### config.mk
export PLATFORM = sky130hd
export DESIGN_NAME = cdb_arb_flat
export DESIGN_NICKNAME = d
export VERILOG_FILES = /design/src/rtl/cdb_arb_if.sv /design/src/rtl/cdb_arb.sv /design/src/flat_wrapper.sv
export SDC_FILE = /design/constraint.sdc
export NUM_CORES = 1
export LEC_CHECK = 0
export ABC_AREA = 1
export ABC_CLOCK_PERIOD_IN_PS = 2200
export CORE_MARGIN = 8
export CORE_UTILIZATION = 31
export DETAILED_ROUTE_END_ITERATION = 16
export DONT_BUFFER_PORTS = 1
export HOLD_SLACK_MARGIN = 0.05
export PLACE_DENSITY_LB_ADDON = 0.1
export REMOVE_ABC_BUFFERS = 1
export SLEW_MARGIN = 20
export SYNTH_ARGS = -nofsm -noshare
export SYNTH_HDL_FRONTEND = slang
export SYNTH_SLANG_ARGS = --single-unit
### constraint.sdc
create_clock -name clk -period 2.2 [get_ports clk]
set_input_delay 0.22 -clock clk [delete_from_list [all_inputs] [get_ports clk]]
set_output_delay 0.22 -clock clk [all_outputs]
set_load 0.02 [all_outputs]
### src/rtl/cdb_arb_if.sv
// cdb_arb_if: bundles the FU hand-over bus, the ROB branch-resolution
// inputs and the registered CDB broadcast of the completion arbiter.
//   fu_vld_i / fu_dest_tag_i / fu_rob_idx_i / fu_br_mask_i : per-FU result
//   fu_rdy_o                                               : per-FU accept
//   rob_br_pred_correct_i / rob_br_recovery_i / rob_br_tag_fix_i : branch
//   cdb_vld_o / cdb_tag_o / cdb_rob_idx_o / cdb_br_mask_o  : broadcast
// Modports: slave = arbiter side, master = FU/ROB/consumer side.
interface cdb_arb_if #(
  parameter int NUM_REQ   = 4,
  parameter int PRF_IDX_W = 6,
  parameter int ROB_IDX_W = 5,
  parameter int BR_MASK_W = 4
);
  logic [NUM_REQ-1:0]                fu_vld_i;
  logic [NUM_REQ-1:0][PRF_IDX_W-1:0] fu_dest_tag_i;
  logic [NUM_REQ-1:0][ROB_IDX_W-1:0] fu_rob_idx_i;
  logic [NUM_REQ-1:0][BR_MASK_W-1:0] fu_br_mask_i;
  logic [NUM_REQ-1:0]                fu_rdy_o;
  logic                              rob_br_pred_correct_i;
  logic                              rob_br_recovery_i;
  logic [BR_MASK_W-1:0]              rob_br_tag_fix_i;
  logic                              cdb_vld_o;
  logic [PRF_IDX_W-1:0]              cdb_tag_o;
  logic [ROB_IDX_W-1:0]              cdb_rob_idx_o;
  logic [BR_MASK_W-1:0]              cdb_br_mask_o;

  modport slave (
    input  fu_vld_i, fu_dest_tag_i, fu_rob_idx_i, fu_br_mask_i,
           rob_br_pred_correct_i, rob_br_recovery_i, rob_br_tag_fix_i,
    output fu_rdy_o, cdb_vld_o, cdb_tag_o, cdb_rob_idx_o, cdb_br_mask_o
  );

  modport master (
    output fu_vld_i, fu_dest_tag_i, fu_rob_idx_i, fu_br_mask_i,
           rob_br_pred_correct_i, rob_br_recovery_i, rob_br_tag_fix_i,
    input  fu_rdy_o, cdb_vld_o, cdb_tag_o, cdb_rob_idx_o, cdb_br_mask_o
  );
endinterface

### src/rtl/cdb_arb.sv
// cdb_arb: completion-side CDB scheduler. Each FU owns a 1-entry holding
// buffer; a round-robin arbiter picks one buffered result per cycle and
// drives the registered CDB broadcast. Buffered results are squashed on a
// mispredict and have their branch bit cleared on a correct prediction.
// Ports:
//   clk    : clock, rising edge
//   rst    : asynchronous active-low reset
//   bus    : cdb_arb_if.slave (FU hand-over, branch resolution, CDB out)
//   arb_conflict_cnt_o : [31:0] saturating count of cycles with >=2
//                        requesters (only with CDB_ARB_STAT_EN defined)
// Optional feature macro: CDB_ARB_STAT_EN.

// One FU holding buffer.
module cdb_arb_buf #(
  parameter int PRF_IDX_W = 6,
  parameter int ROB_IDX_W = 5,
  parameter int BR_MASK_W = 4
) (
  input  logic                 clk,
  input  logic                 rst,
  input  logic                 in_vld,
  input  logic [PRF_IDX_W-1:0] in_tag,
  input  logic [ROB_IDX_W-1:0] in_rob,
  input  logic [BR_MASK_W-1:0] in_mask,
  input  logic                 br_recovery,
  input  logic                 br_correct,
  input  logic [BR_MASK_W-1:0] br_tag_fix,
  input  logic                 gnt,
  output logic                 req,
  output logic                 rdy,
  output logic [PRF_IDX_W-1:0] tag,
  output logic [ROB_IDX_W-1:0] rob,
  output logic [BR_MASK_W-1:0] mask
);
  logic                 vld_q, vld_d;
  logic [PRF_IDX_W-1:0] tag_q, tag_d;
  logic [ROB_IDX_W-1:0] rob_q, rob_d;
  logic [BR_MASK_W-1:0] mask_q, mask_d;
  logic [BR_MASK_W-1:0] keep_mask;
  logic                 squash, in_squash, load;

  always_comb begin
    // Recovery wins over a simultaneous correct-prediction.
    keep_mask = (br_correct & ~br_recovery) ? ~br_tag_fix : '1;
    squash    = br_recovery & (|(mask_q & br_tag_fix));
    in_squash = br_recovery & (|(in_mask & br_tag_fix));
    req       = vld_q & ~squash;
    rdy       = ~vld_q | gnt;
    // A squashed incoming result is still accepted (rdy) and simply dropped.
    load      = in_vld & rdy & ~in_squash;
    tag       = tag_q;
    rob       = rob_q;
    mask      = mask_q & keep_mask;
    vld_d     = vld_q;
    tag_d     = tag_q;
    rob_d     = rob_q;
    mask_d    = mask_q & keep_mask;
    if (gnt | squash) vld_d = 1'b0;
    if (load) begin
      vld_d  = 1'b1;
      tag_d  = in_tag;
      rob_d  = in_rob;
      mask_d = in_mask & keep_mask;
    end
  end

  always_ff @(posedge clk or negedge rst) begin
    if (!rst) begin
      vld_q  <= 1'b0;
      tag_q  <= '0;
      rob_q  <= '0;
      mask_q <= '0;
    end else begin
      vld_q  <= vld_d;
      tag_q  <= tag_d;
      rob_q  <= rob_d;
      mask_q <= mask_d;
    end
  end
endmodule

module cdb_arb #(
  parameter int NUM_REQ   = 4,
  parameter int PRF_IDX_W = 6,
  parameter int ROB_IDX_W = 5,
  parameter int BR_MASK_W = 4
) (
  input  logic       clk,
  input  logic       rst,
  cdb_arb_if.slave   bus
`ifdef CDB_ARB_STAT_EN
  ,
  output logic [31:0] arb_conflict_cnt_o
`endif
);
  localparam int PTR_W = (NUM_REQ > 1) ? $clog2(NUM_REQ) : 1;

  logic [NUM_REQ-1:0]                req, gnt, rdy;
  logic [NUM_REQ-1:0][PRF_IDX_W-1:0] buf_tag;
  logic [NUM_REQ-1:0][ROB_IDX_W-1:0] buf_rob;
  logic [NUM_REQ-1:0][BR_MASK_W-1:0] buf_mask;

  logic [PTR_W-1:0]     rr_q, rr_d;
  logic [PTR_W-1:0]     gnt_idx, sel;
  logic                 found;
  int                   idx;
  logic                 cdb_vld_q, cdb_vld_d;
  logic [PRF_IDX_W-1:0] cdb_tag_q, cdb_tag_d;
  logic [ROB_IDX_W-1:0] cdb_rob_q, cdb_rob_d;
  logic [BR_MASK_W-1:0] cdb_mask_q, cdb_mask_d;

  for (genvar g = 0; g < NUM_REQ; g++) begin : g_buf
    cdb_arb_buf #(
      .PRF_IDX_W(PRF_IDX_W), .ROB_IDX_W(ROB_IDX_W), .BR_MASK_W(BR_MASK_W)
    ) u_buf (
      .clk        (clk),
      .rst        (rst),
      .in_vld     (bus.fu_vld_i[g]),
      .in_tag     (bus.fu_dest_tag_i[g]),
      .in_rob     (bus.fu_rob_idx_i[g]),
      .in_mask    (bus.fu_br_mask_i[g]),
      .br_recovery(bus.rob_br_recovery_i),
      .br_correct (bus.rob_br_pred_correct_i),
      .br_tag_fix (bus.rob_br_tag_fix_i),
      .gnt        (gnt[g]),
      .req        (req[g]),
      .rdy        (rdy[g]),
      .tag        (buf_tag[g]),
      .rob        (buf_rob[g]),
      .mask       (buf_mask[g])
    );
  end

  // Round-robin: first requester at or after rr_q, cyclically upward.
  always_comb begin
    gnt     = '0;
    gnt_idx = '0;
    sel     = '0;
    idx     = 0;
    found   = 1'b0;
    for (int off = 0; off < NUM_REQ; off++) begin
      idx = int'(rr_q) + off;
      if (idx >= NUM_REQ) idx = idx - NUM_REQ;
      sel = PTR_W'(idx);
      if (!found && req[sel]) begin
        found   = 1'b1;
        gnt_idx = sel;
      end
    end
    if (found) gnt[gnt_idx] = 1'b1;
  end

  always_comb begin
    rr_d       = rr_q;
    cdb_vld_d  = found;
    cdb_tag_d  = cdb_tag_q;
    cdb_rob_d  = cdb_rob_q;
    cdb_mask_d = cdb_mask_q;
    if (found) begin
      rr_d       = (gnt_idx == PTR_W'(NUM_REQ - 1)) ? '0 : gnt_idx + 1'b1;
      cdb_tag_d  = buf_tag[gnt_idx];
      cdb_rob_d  = buf_rob[gnt_idx];
      cdb_mask_d = buf_mask[gnt_idx];
    end
  end

  always_ff @(posedge clk or negedge rst) begin
    if (!rst) begin
      rr_q       <= '0;
      cdb_vld_q  <= 1'b0;
      cdb_tag_q  <= '0;
      cdb_rob_q  <= '0;
      cdb_mask_q <= '0;
    end else begin
      rr_q       <= rr_d;
      cdb_vld_q  <= cdb_vld_d;
      cdb_tag_q  <= cdb_tag_d;
      cdb_rob_q  <= cdb_rob_d;
      cdb_mask_q <= cdb_mask_d;
    end
  end

  assign bus.fu_rdy_o      = rdy;
  assign bus.cdb_vld_o     = cdb_vld_q;
  assign bus.cdb_tag_o     = cdb_tag_q;
  assign bus.cdb_rob_idx_o = cdb_rob_q;
  assign bus.cdb_br_mask_o = cdb_mask_q;

`ifdef CDB_ARB_STAT_EN
  logic [31:0] conflict_q, conflict_d;

  always_comb begin
    conflict_d = conflict_q;
    if (($countones(req) >= 2) && (conflict_q != 32'hFFFF_FFFF))
      conflict_d = conflict_q + 32'd1;
  end

  always_ff @(posedge clk or negedge rst) begin
    if (!rst) conflict_q <= '0;
    else      conflict_q <= conflict_d;
  end

  assign arb_conflict_cnt_o = conflict_q;
`endif
endmodule

### src/flat_wrapper.sv
// flat-port wrapper written by rule: the top's interface ports become plain ports
module cdb_arb_flat 
#(
  parameter int NUM_REQ   = 4,
  parameter int PRF_IDX_W = 6,
  parameter int ROB_IDX_W = 5,
  parameter int BR_MASK_W = 4
)
  (clk, rst, bus_fu_vld_i, bus_fu_dest_tag_i, bus_fu_rob_idx_i, bus_fu_br_mask_i, bus_rob_br_pred_correct_i, bus_rob_br_recovery_i, bus_rob_br_tag_fix_i, bus_fu_rdy_o, bus_cdb_vld_o, bus_cdb_tag_o, bus_cdb_rob_idx_o, bus_cdb_br_mask_o);
  cdb_arb_if #(.NUM_REQ(NUM_REQ), .PRF_IDX_W(PRF_IDX_W), .ROB_IDX_W(ROB_IDX_W), .BR_MASK_W(BR_MASK_W)) bus_i ();
  input  logic clk;
  input  logic rst;
  input wire logic [$bits(bus_i.fu_vld_i)-1:0] bus_fu_vld_i;
  input wire logic [$bits(bus_i.fu_dest_tag_i)-1:0] bus_fu_dest_tag_i;
  input wire logic [$bits(bus_i.fu_rob_idx_i)-1:0] bus_fu_rob_idx_i;
  input wire logic [$bits(bus_i.fu_br_mask_i)-1:0] bus_fu_br_mask_i;
  input wire logic [$bits(bus_i.rob_br_pred_correct_i)-1:0] bus_rob_br_pred_correct_i;
  input wire logic [$bits(bus_i.rob_br_recovery_i)-1:0] bus_rob_br_recovery_i;
  input wire logic [$bits(bus_i.rob_br_tag_fix_i)-1:0] bus_rob_br_tag_fix_i;
  output wire logic [$bits(bus_i.fu_rdy_o)-1:0] bus_fu_rdy_o;
  output wire logic [$bits(bus_i.cdb_vld_o)-1:0] bus_cdb_vld_o;
  output wire logic [$bits(bus_i.cdb_tag_o)-1:0] bus_cdb_tag_o;
  output wire logic [$bits(bus_i.cdb_rob_idx_o)-1:0] bus_cdb_rob_idx_o;
  output wire logic [$bits(bus_i.cdb_br_mask_o)-1:0] bus_cdb_br_mask_o;
  assign bus_i.fu_vld_i = bus_fu_vld_i;
  assign bus_i.fu_dest_tag_i = bus_fu_dest_tag_i;
  assign bus_i.fu_rob_idx_i = bus_fu_rob_idx_i;
  assign bus_i.fu_br_mask_i = bus_fu_br_mask_i;
  assign bus_i.rob_br_pred_correct_i = bus_rob_br_pred_correct_i;
  assign bus_i.rob_br_recovery_i = bus_rob_br_recovery_i;
  assign bus_i.rob_br_tag_fix_i = bus_rob_br_tag_fix_i;
  assign bus_fu_rdy_o = bus_i.fu_rdy_o;
  assign bus_cdb_vld_o = bus_i.cdb_vld_o;
  assign bus_cdb_tag_o = bus_i.cdb_tag_o;
  assign bus_cdb_rob_idx_o = bus_i.cdb_rob_idx_o;
  assign bus_cdb_br_mask_o = bus_i.cdb_br_mask_o;
  cdb_arb #(.NUM_REQ(NUM_REQ), .PRF_IDX_W(PRF_IDX_W), .ROB_IDX_W(ROB_IDX_W), .BR_MASK_W(BR_MASK_W)) u_core (.clk(clk), .rst(rst), .bus(bus_i));
endmodule
### Word-level counts from Yosys, hierarchy flattened

Index checks and enable logic that the tools add are counted.

| word-level totals | value |
|---|---|
| register bits after elaboration | 82 |
| input port bits | 72 |
| output and inout port bits | 20 |

| operators by class | value |
|---|---|
| add/sub/neg operators | 8 |
| $lt $le $gt $ge | 10 |
| equal/unequal tests | 1 |
| mux-type cells | 43 |
| bitwise logic cells | 59 |
| reduce and logical (&&, ||, !) cells | 19 |

Operator list:

| kind | number |
|---|---|
| $and 4x4->4 | 16 |
| $reduce_or 4->1 | 8 |
| $mux 4 | 7 |
| $and 1x1->1 | 21 |
| $mux 2 | 9 |
| $mux 1 | 17 |
| $lt 2x3->1 const B | 5 |
| $not 1->1 | 13 |
| $bmux 6 s2 | 1 |
| $bmux 5 s2 | 1 |
| $ge 3x3->1 const B | 3 |
| $bmux 1 s2 | 4 |
| $bmux 4 s2 | 1 |
| $or 1x1->1 | 8 |
| $reduce_bool 2->1 | 4 |
| $sub 2x1->2 const B | 4 |
| $add 2x2->3 const B | 2 |
| $mux 6 | 1 |
| $mux 5 | 1 |
| $logic_and 1x1->1 | 4 |
| $not 4->4 | 1 |
| $add 2x1->3 const B | 1 |
| $ge 2x3->1 const B | 1 |
| $logic_not 1->1 | 3 |
| 4 further kinds | 4 |

### Depth between registers and ports, before layout

Gate-level depths: netlist (run 1).

| logic depth | value |
|---|---|
| word-level depth | 26 |
| gate-level depth with buffers | 21 |
| mapped depth without buffers | 18 |

### Modules after synthesis

From an unflattened synthesis (run 1), not the netlist that was laid out.

| second synthesis, totals | value |
|---|---|
| cell total of the unflattened synthesis | 730 |
| area, all modules | 4941.0 um^2 |

Modules (own cells, without submodules):

| module | times used | cells each | area an instance (um^2) | seq. area each (um^2) |
|---|---|---|---|---|
| cdb_arb_buf | 4 | 107 | 809.5 | 400.4 |
| cdb_arb | 1 | 302 | 1702.9 | 450.4 |

### Least setup slack after synthesis (run 1)

No wires, ideal clock.

| timing path | value |
|---|---|
| kind | reg-to-reg |
| from | register u_core.rr_q[0] |
| to | register u_core.g_buf[1].u_buf.rob_q[0] |
| setup time | 0.117 ns |
| data arrival time | 2.334 ns |
| setup slack | -0.251 ns |
| stages on the path, launching flop included | 19 |
| clock period less this slack | 2.451 ns |
| cells stage by stage | dfrtp_1 > buf_2 > xnor2_2 > inv_2 > nand3_1 > nand2_4 > nand2_2 > nand2_1 > nand2_2 > nand3_4 > buf_6 > inv_1 > ha_1 > inv_1 > o21ai_4 > nand3_2 > buf_4 > nand2_1 > o21ai_2 |

| between the ends | value |
|---|---|
| word-level cells in the longest chain between the ends | 22 |

Ends and longest elaborated chain:

| element | RTL line | RTL |
|---|---|---|
| start, declared | cdb_arb.sv:103 | `logic [PTR_W-1:0] rr_q, rr_d;` |
| start signal, assigned | cdb_arb.sv:175 | `rr_q <= rr_d;` |
| branches (longest 18 deep; another with $add 2x1->3) | -- |  |
| $mux 4 (*) | cdb_arb.sv:150 | `if (found) gnt[gnt_idx] = 1'b1;` |
| $or 1x1->1 (*) | cdb_arb.sv:48 | `rdy = ~vld_q \| gnt;` |
| named net u_core.g_buf[1].u_buf.rdy | cdb_arb.sv:30 | `output logic rdy,` |
| $and 1x1->1 (*) (2 in series) | cdb_arb.sv:50 | `load = in_vld & rdy & ~in_squash;` |
| end signal, assigned | cdb_arb.sv:76 | `rob_q <= rob_d;` |
| end, declared | cdb_arb.sv:37 | `logic [ROB_IDX_W-1:0] rob_q, rob_d;` |

Mark *: on every way through the listed nets, which the timed path passes. The select of a mux whose other input is x is not followed.
A chain may end at the register's enable or synchronous reset.

### Worst setup path in the final report (run 1)

| timing path | value |
|---|---|
| from | register u_core.g_buf[1].u_buf.mask_q[0] |
| to | output bus_fu_rdy_o[0] |

| between the ends | value |
|---|---|
| word-level cells in the longest chain between the ends | 23 |

Ends and longest elaborated chain:

| element | RTL line | RTL |
|---|---|---|
| start, declared | cdb_arb.sv:38 | `logic [BR_MASK_W-1:0] mask_q, mask_d;` |
| start signal, assigned | cdb_arb.sv:77 | `mask_q <= mask_d;` |
| $and 4x4->4 (*) | cdb_arb.sv:45 | `squash = br_recovery & (\|(mask_q & br_tag_fix));` |
| $reduce_or 4->1 (*) | cdb_arb.sv:45 |  |
| $and 1x1->1 (*) | cdb_arb.sv:45 |  |
| $not 1->1 (*) | cdb_arb.sv:47 | `req = vld_q & ~squash;` |
| $and 1x1->1 (*) | cdb_arb.sv:47 |  |
| $bmux 1 s2 | cdb_arb.sv:145 | `if (!found && req[sel]) begin` |
| $mux 1 (implied by the code) | cdb_arb.sv:145 |  |
| $mux 1 | cdb_arb.sv:145 |  |
| (+7 left out) | -- |  |
| $logic_and 1x1->1 | cdb_arb.sv:145 |  |
| $mux 2 | cdb_arb.sv:145 |  |
| $lt 2x3->1 (implied by the code) / $ge 2x1->1 (equally long branches) | cdb_arb.sv:150 |  |
| $logic_and 1x1->1 (implied by the code) | cdb_arb.sv:150 |  |
| $mux 1 (implied by the code) | cdb_arb.sv:150 |  |
| $demux 1 s2 | -- |  |
| $mux 4 (*) | cdb_arb.sv:150 |  |
| $or 1x1->1 (*) | cdb_arb.sv:48 |  |
| end, declared | flat_wrapper.sv:20 | `output wire logic [$bits(bus_i.fu_rdy_o)-1:0] bus_fu_rdy_o;` |

Mark *: on every way between the ends. The rest lies on a longest branch, timed or not. The select of a mux whose other input is x is not followed.

==> results of run 1 <==
[repair_timing]
action                                  CTS  global route
pin swaps                                22            22
setup buffers                            11             6
hold buffers                             61             0
endpoints found under the setup margin   83            84
gates resized for setup                  30            20
endpoints found under the hold margin   141             0
[final timing paths]
path,from,end,slack [ns]
min reg2reg,u_core.g_buf[3].u_buf.rob[4]$_DFFE_PN0P_,u_core.g_buf[3].u_buf.rob[4]$_DFFE_PN0P_,0.48
min,bus_fu_dest_tag_i[20],u_core.g_buf[3].u_buf.tag[2]$_DFFE_PN0P_,0.05
max reg2reg,u_core.g_buf[1].u_buf.mask_q[0]$_DFF_PN0_,u_core.g_buf[0].u_buf.mask_q[1]$_DFF_PN0_,-0.39
max in group asynchronous,rst,u_core.g_buf[2].u_buf.tag[0]$_DFFE_PN0P_,1.39
min in group asynchronous,rst,u_core.bus.cdb_br_mask_o[3]$_DFFE_PN0P_,0.43
max,u_core.g_buf[1].u_buf.mask_q[0]$_DFF_PN0_,bus_fu_rdy_o[0],-0.42
[critical path, delay by kind of cell (launching register included)]
kind | cells | cell delay, ns
fa+ha+maj | 1 | 0.12
simple gates | 10 | 0.79
buf+inv | 3 | 0.31
flops | 1 | 0.41
compound gates | 2 | 0.41
[final cells by class]
class                      count  area share, %
clock buffer                  11           3.78
tap                          220           4.12
inverter                     115           6.53
clock inverter                 5          0.898
timing repair buffer         115           17.1
sequential                    82           30.7
multi-input combinational    420           36.9
[registers in the layout, summed over array words and instances (netlist names)]
signal	cells
u_core.bus.cdb_vld_o	1
u_core.bus.cdb_br_mask_o	4
u_core.g_buf.u_buf.tag	24
u_core.rr_q	2
u_core.g_buf.u_buf.rob	20
u_core.bus.cdb_tag_o	6
u_core.g_buf.u_buf.vld_q	4
u_core.g_buf.u_buf.mask_q	16
u_core.bus.cdb_rob_idx_o	5
[per-layer routing]
metal	track usage [%]	up-vias	share of wire, %
met5	0	-	0
met2	25.3	100	45
met3	3.37	15	4.9
met4	3.83	0	1.2
li1	-	2232	-
met1	20.8	2119	49
[through the flow]
step | setup TNS, ns | hold slack (ns) | utilization (%) | cell area, sq um
global route | -33.90 | 0.0592 | 40.9 | 6690
CTS | -22.47 | 0.0542 | 40.1 | 6560
detailed placement | -21.63 | -0.0722 | 33.3 | 5440
finish | -20.14 | 0.0499 | 40.9 | 6690
global placement | -20.09 | -0.0724 | 33.3 | 5440
floorplan | -74.62 | -0.0756 | - | 4800
[cells by family after synthesis]
kind of cell	count (synthesis)
buffers and inverters	155
AND/OR/NAND/NOR	328
flip-flops	82
XOR/XNOR	1
AO/OA/AOI/OAI	87
adder cells (fa/ha/maj)	4
[synth_stat cells (5+ instances only)]
cell type	count	area, sq um
o21ai_0	5	25.0
buf_6	13	146
o21ai_4	5	81.3
nand4_1	33	206
dfrtp_1	82	2050
a22o_1	8	70.1
inv_1	112	420
o21ai_2	64	561
nand3_1	45	225
nand3_2	10	100
buf_2	11	55.1
nand2_1	229	860
buf_4	16	120
==> metrics, run 1 <==
status complete, but fails checks; Final setup viols 77; Synth Area in Adders less than 1%; critical-path cell list nand2_2 -> nand2_2 -> o21ai_4 -> nand3_2 -> nand2_2 -> nand2_1 -> nand2_1 -> nand2_2 -> nand2_2 -> nand2_2 -> nand3_4 -> buf_6 -> ha_4 -> inv_2 -> o21ai_4 -> buf_6; RSZ-0062 raised after global routing true; cts bufs inserted 9; sequential cell area 2050 sq um; Final period util 119%; CTS clk-pin slew, worst paths 0.07 ns; CTS tree done; layout cells sized above 1 about a quarter; Non-Filler Instances 968; Post-Route WL 15.9 mm; most frequent cells in the layout 215 x nand2_1, 107 x inv_1, 81 x dfrtp_1; PortBufs 0; max-cap violation count 0; commonest non-fill, non-tap cell in the layout nand2_1; # nets final slightly above 800; post-synthesis compound-gate area fraction 14.9%; Setup WS post-layout -0.422 ns; largest family of logic cells by synthesized area simple AND/OR/NAND/NOR gates; CP Class flip-flop to primary output; clk root buf clkbuf_16; Starting DRT DRC Count 268; Syn Area/Cell 7.79 sq um; First-pass DRT Iterations 4; count of cell types in the netlist 24; simple-gate share of the synthesized area between 20% and 30%; Worst Tran Pin Value 0.502 ns; CP max-delay cell dfrtp_1; top_reg_cell synth dfrtp_1; Placed Instances around 900; final hold vios 0; die area 20900 sq um; Max stage delay on crit path 0.41 ns; fin. max-slew vios 0; Final Skew 0.00587 ns; synthesis-to-layout area growth 30.7%; maximum clock rate 0.381 GHz; CP Data Arrival Time 2.40 ns; vias in the first global route 4595; post-synthesis mux area share 0%; Multi-input gate area 2470 sq um; IO Pins 92; vias about 4.5k; antenna violations before repair 0; Mapped Area 5120 sq um; ys async rst share 100%; Hold Path Class primary input to flip-flop; core outline area 16300 sq um; first-pass GRT wire length ~25 mm; Detail Route Antenna Nets 0; #FFs+latches synth 82; Synth Area in XOR/XNOR 0.318%; drt wl/cell 16.4 microns; Final GP Congestion between 0.8 and 0.9; Vias/cell 4.61; Post-synth EDFFs 0; post-synthesis sequential area ratio 40.1%; failing checks setup timing; Worst-Skew Late Latency between 0.3 and 0.4 ns; # rows 47; most used cell, CP nand2_2; die height between 100 and 150 microns; CTS sink cnt 82; WHS Path Cells 2; H-tree Lvls 3; DRC 0; fin crit period around 2.6 ns; GRT Resource Usage Total 15.7%; Synth warnings 0; DIE WIDTH 144 microns; diode count 0; Worst Setup End Kind primary output; Worst Path Required approximately 2.0 ns; Starting Density 31.3%; Post-Synthesis Cells 657; DPL Wire Length 10.6 mm; fillers around 1.7k; worst slack at placement -0.346 ns; clk buf depth 2; pin count of the biggest net entering global routing 83; Crit Path Max Fanout 5; reg2reg path depth 20; Startpoint Class flip-flop; Slew Limit Headroom 66.2%; GR Overflow Total 0
Power of run 1 is left out: the tool's default activity adds up to more than one toggle a clock period on the data nets, which glitch-free logic cannot reach.
==> inputs of run 2 (changes only) <==
--- a/config.mk
+++ b/config.mk
@@ -10,7 +10,7 @@
 export CORE_MARGIN = 8
 export CORE_UTILIZATION = 31
 export DETAILED_ROUTE_END_ITERATION = 16
-export DONT_BUFFER_PORTS = 1
+export GPL_TIMING_DRIVEN = 0
 export HOLD_SLACK_MARGIN = 0.05
 export PLACE_DENSITY_LB_ADDON = 0.1
 export REMOVE_ABC_BUFFERS = 1
==> metrics, run 2 (same netlist as run 1, synthesis figures left out) <==
status complete, but fails checks; failing checks setup timing; critical-path cell list nand2_1 -> nand2_1 -> o21ai_2 -> nand3_2 -> nand2_4 -> nand2_4 -> nand2_4 -> nand2_8 -> nand3_4 -> nand3_4 -> inv_4 -> ha_4 -> inv_4 -> o21ai_4 -> buf_6; # nets final 870; Hold Path Class primary input to async pin; vias approximately 5k; worst reg2reg startpoint u_core.g_buf[0].u_buf.mask_q[2]$_DFF_PN0_; final core utilization 46.7%; Detail Route Antenna Nets 0; diode count 0; synthesis-to-layout area growth 49.1%; drt wl/cell 19.1 microns; most used cell, CP nand2_4; Placed Instances ~930; Setup WS post-layout -0.577 ns; commonest non-fill, non-tap cell in the layout nand2_1; CTS sink cnt 82; # rows 47; final hold vios 0; Final Skew 0.00661 ns; Non-Filler Instances 1019; Crit Path Max Fanout 4; GR Overflow Total 0; clk buf depth 2; capture point of the worst path bus_fu_rdy_o[3]; CP Launch Point u_core.g_buf[0].u_buf.mask_q[2]$_DFF_PN0_; vias in the first global route 5140; max-cap violation count 0; clk root buf clkbuf_16; antenna violations before repair 0; maximum clock rate 0.360 GHz; die area 20900 sq um; max reg flops 24; pin count of the biggest net entering global routing 51; Crit path max-delay family simple AND/OR/NAND/NOR gates; Final period util 126%; fin. max-slew vios 0; First-pass DRT Iterations 5; CP Data Arrival Time roughly 2.6 ns; DIE WIDTH 144 microns; RSZ-0062 raised after global routing true; DPL Wire Length 9.68 mm; Max stage delay on crit path 0.38 ns; Final setup viols 83; DRC 0; CP Class flip-flop to primary output; IO Pins 92; Final GP Congestion 0.770; fin crit period 2.78 ns; most frequent cells in the layout 205 x nand2_1, 107 x inv_1, 81 x clkdlybuf4s50_1; CTS tree done; Worst Tran Pin Value 1.14 ns; Starting DRT DRC Count 437; Fin Hold WS 0.387 ns; first-pass GRT wire length 29.3 mm; Starting Density 31.3%; Worst Path Buf+Inv 3; GRT Resource Usage Total 18.9%; CTS clk-pin slew, worst paths about 0.060 ns; CP max-delay cell dfrtp_1; H-tree Lvls 3; RR Endpoint u_core.g_buf[1].u_buf.mask_q[3]$_DFF_PN0_; core outline area roughly 16000 sq um; Vias/cell between 4 and 5; reg2reg path depth 18; cts bufs inserted 9; Worst Setup End Kind primary output; Slew Limit Headroom between 20% and 30%; layout cells sized above 1 29.0%; PortBufs 91; logic depth of the worst path, buffers included 15; Post-Route WL 19.5 mm; Startpoint Class flip-flop; die height 144 microns; Worst-Skew Late Latency between 0.3 and 0.4 ns; Worst Path Required 1.98 ns; r2r setup slk -0.57 ns
-- run 2: cell type report --
class	count	area, sq um
fillers	1612	8720
inverters	115	460
well taps	220	275
repair buffers	156	1710
flip-flops and latches	82	2050
clock buffers	12	256
clock inverters	4	73.8
multi-input cells	430	2800
-- run 2: worst min path at each step --
stage / start / to / slack (ns)
floorplan: rst / u_core.bus.cdb_br_mask_o[0]$_DFFE_PN0P_ / -0.08
global placement: u_core.bus.cdb_br_mask_o[1]$_DFFE_PN0P_ / u_core.bus.cdb_br_mask_o[1]$_DFFE_PN0P_ / 0.46
detailed placement: rst / u_core.g_buf[3].u_buf.mask_q[1]$_DFF_PN0_ / 0.22
CTS: rst / u_core.g_buf[3].u_buf.mask_q[1]$_DFF_PN0_ / 0.41
global route: bus_fu_rob_idx_i[8] / u_core.g_buf[1].u_buf.rob[3]$_DFFE_PN0P_ / 0.42
finish: rst / u_core.g_buf[3].u_buf.mask_q[1]$_DFF_PN0_ / 0.39
-- run 2: through the flow --
stage | TNS (ns) | instance area, sq um | setup WS, ns
2_1_floorplan | -74.62 | 4800 | -1.11
3_3_place_gp | -402.66 | 5980 | -2.73
3_5_place_dp | -213.48 | 6010 | -2.81
4_1_cts | -34.22 | 7390 | -0.494
5_1_grt | -46.33 | 7630 | -0.700
6_report | -36.38 | 7630 | -0.577
-- run 2: per-layer routing --
metal,vias up,share of wire (%),routed length (microns),global-route usage (%)
met5,-,0,0,0
met4,0,2.6,505,5.70
met3,30,8.2,1590,4.59
met2,216,45,8720,29.3
met1,2388,44,8670,25.5
li1,2357,-,-,-
-- run 2: repair_timing --
action                                  CTS  global route
gates cloned                             10             1
setup buffers                            52            10
endpoints found under the setup margin   86            86
hold endpoints to repair                 32             0
gates resized for setup                 107            33
pin swaps                                36             7
hold buffers                              1             0
Power of run 2 is left out for the same reason.
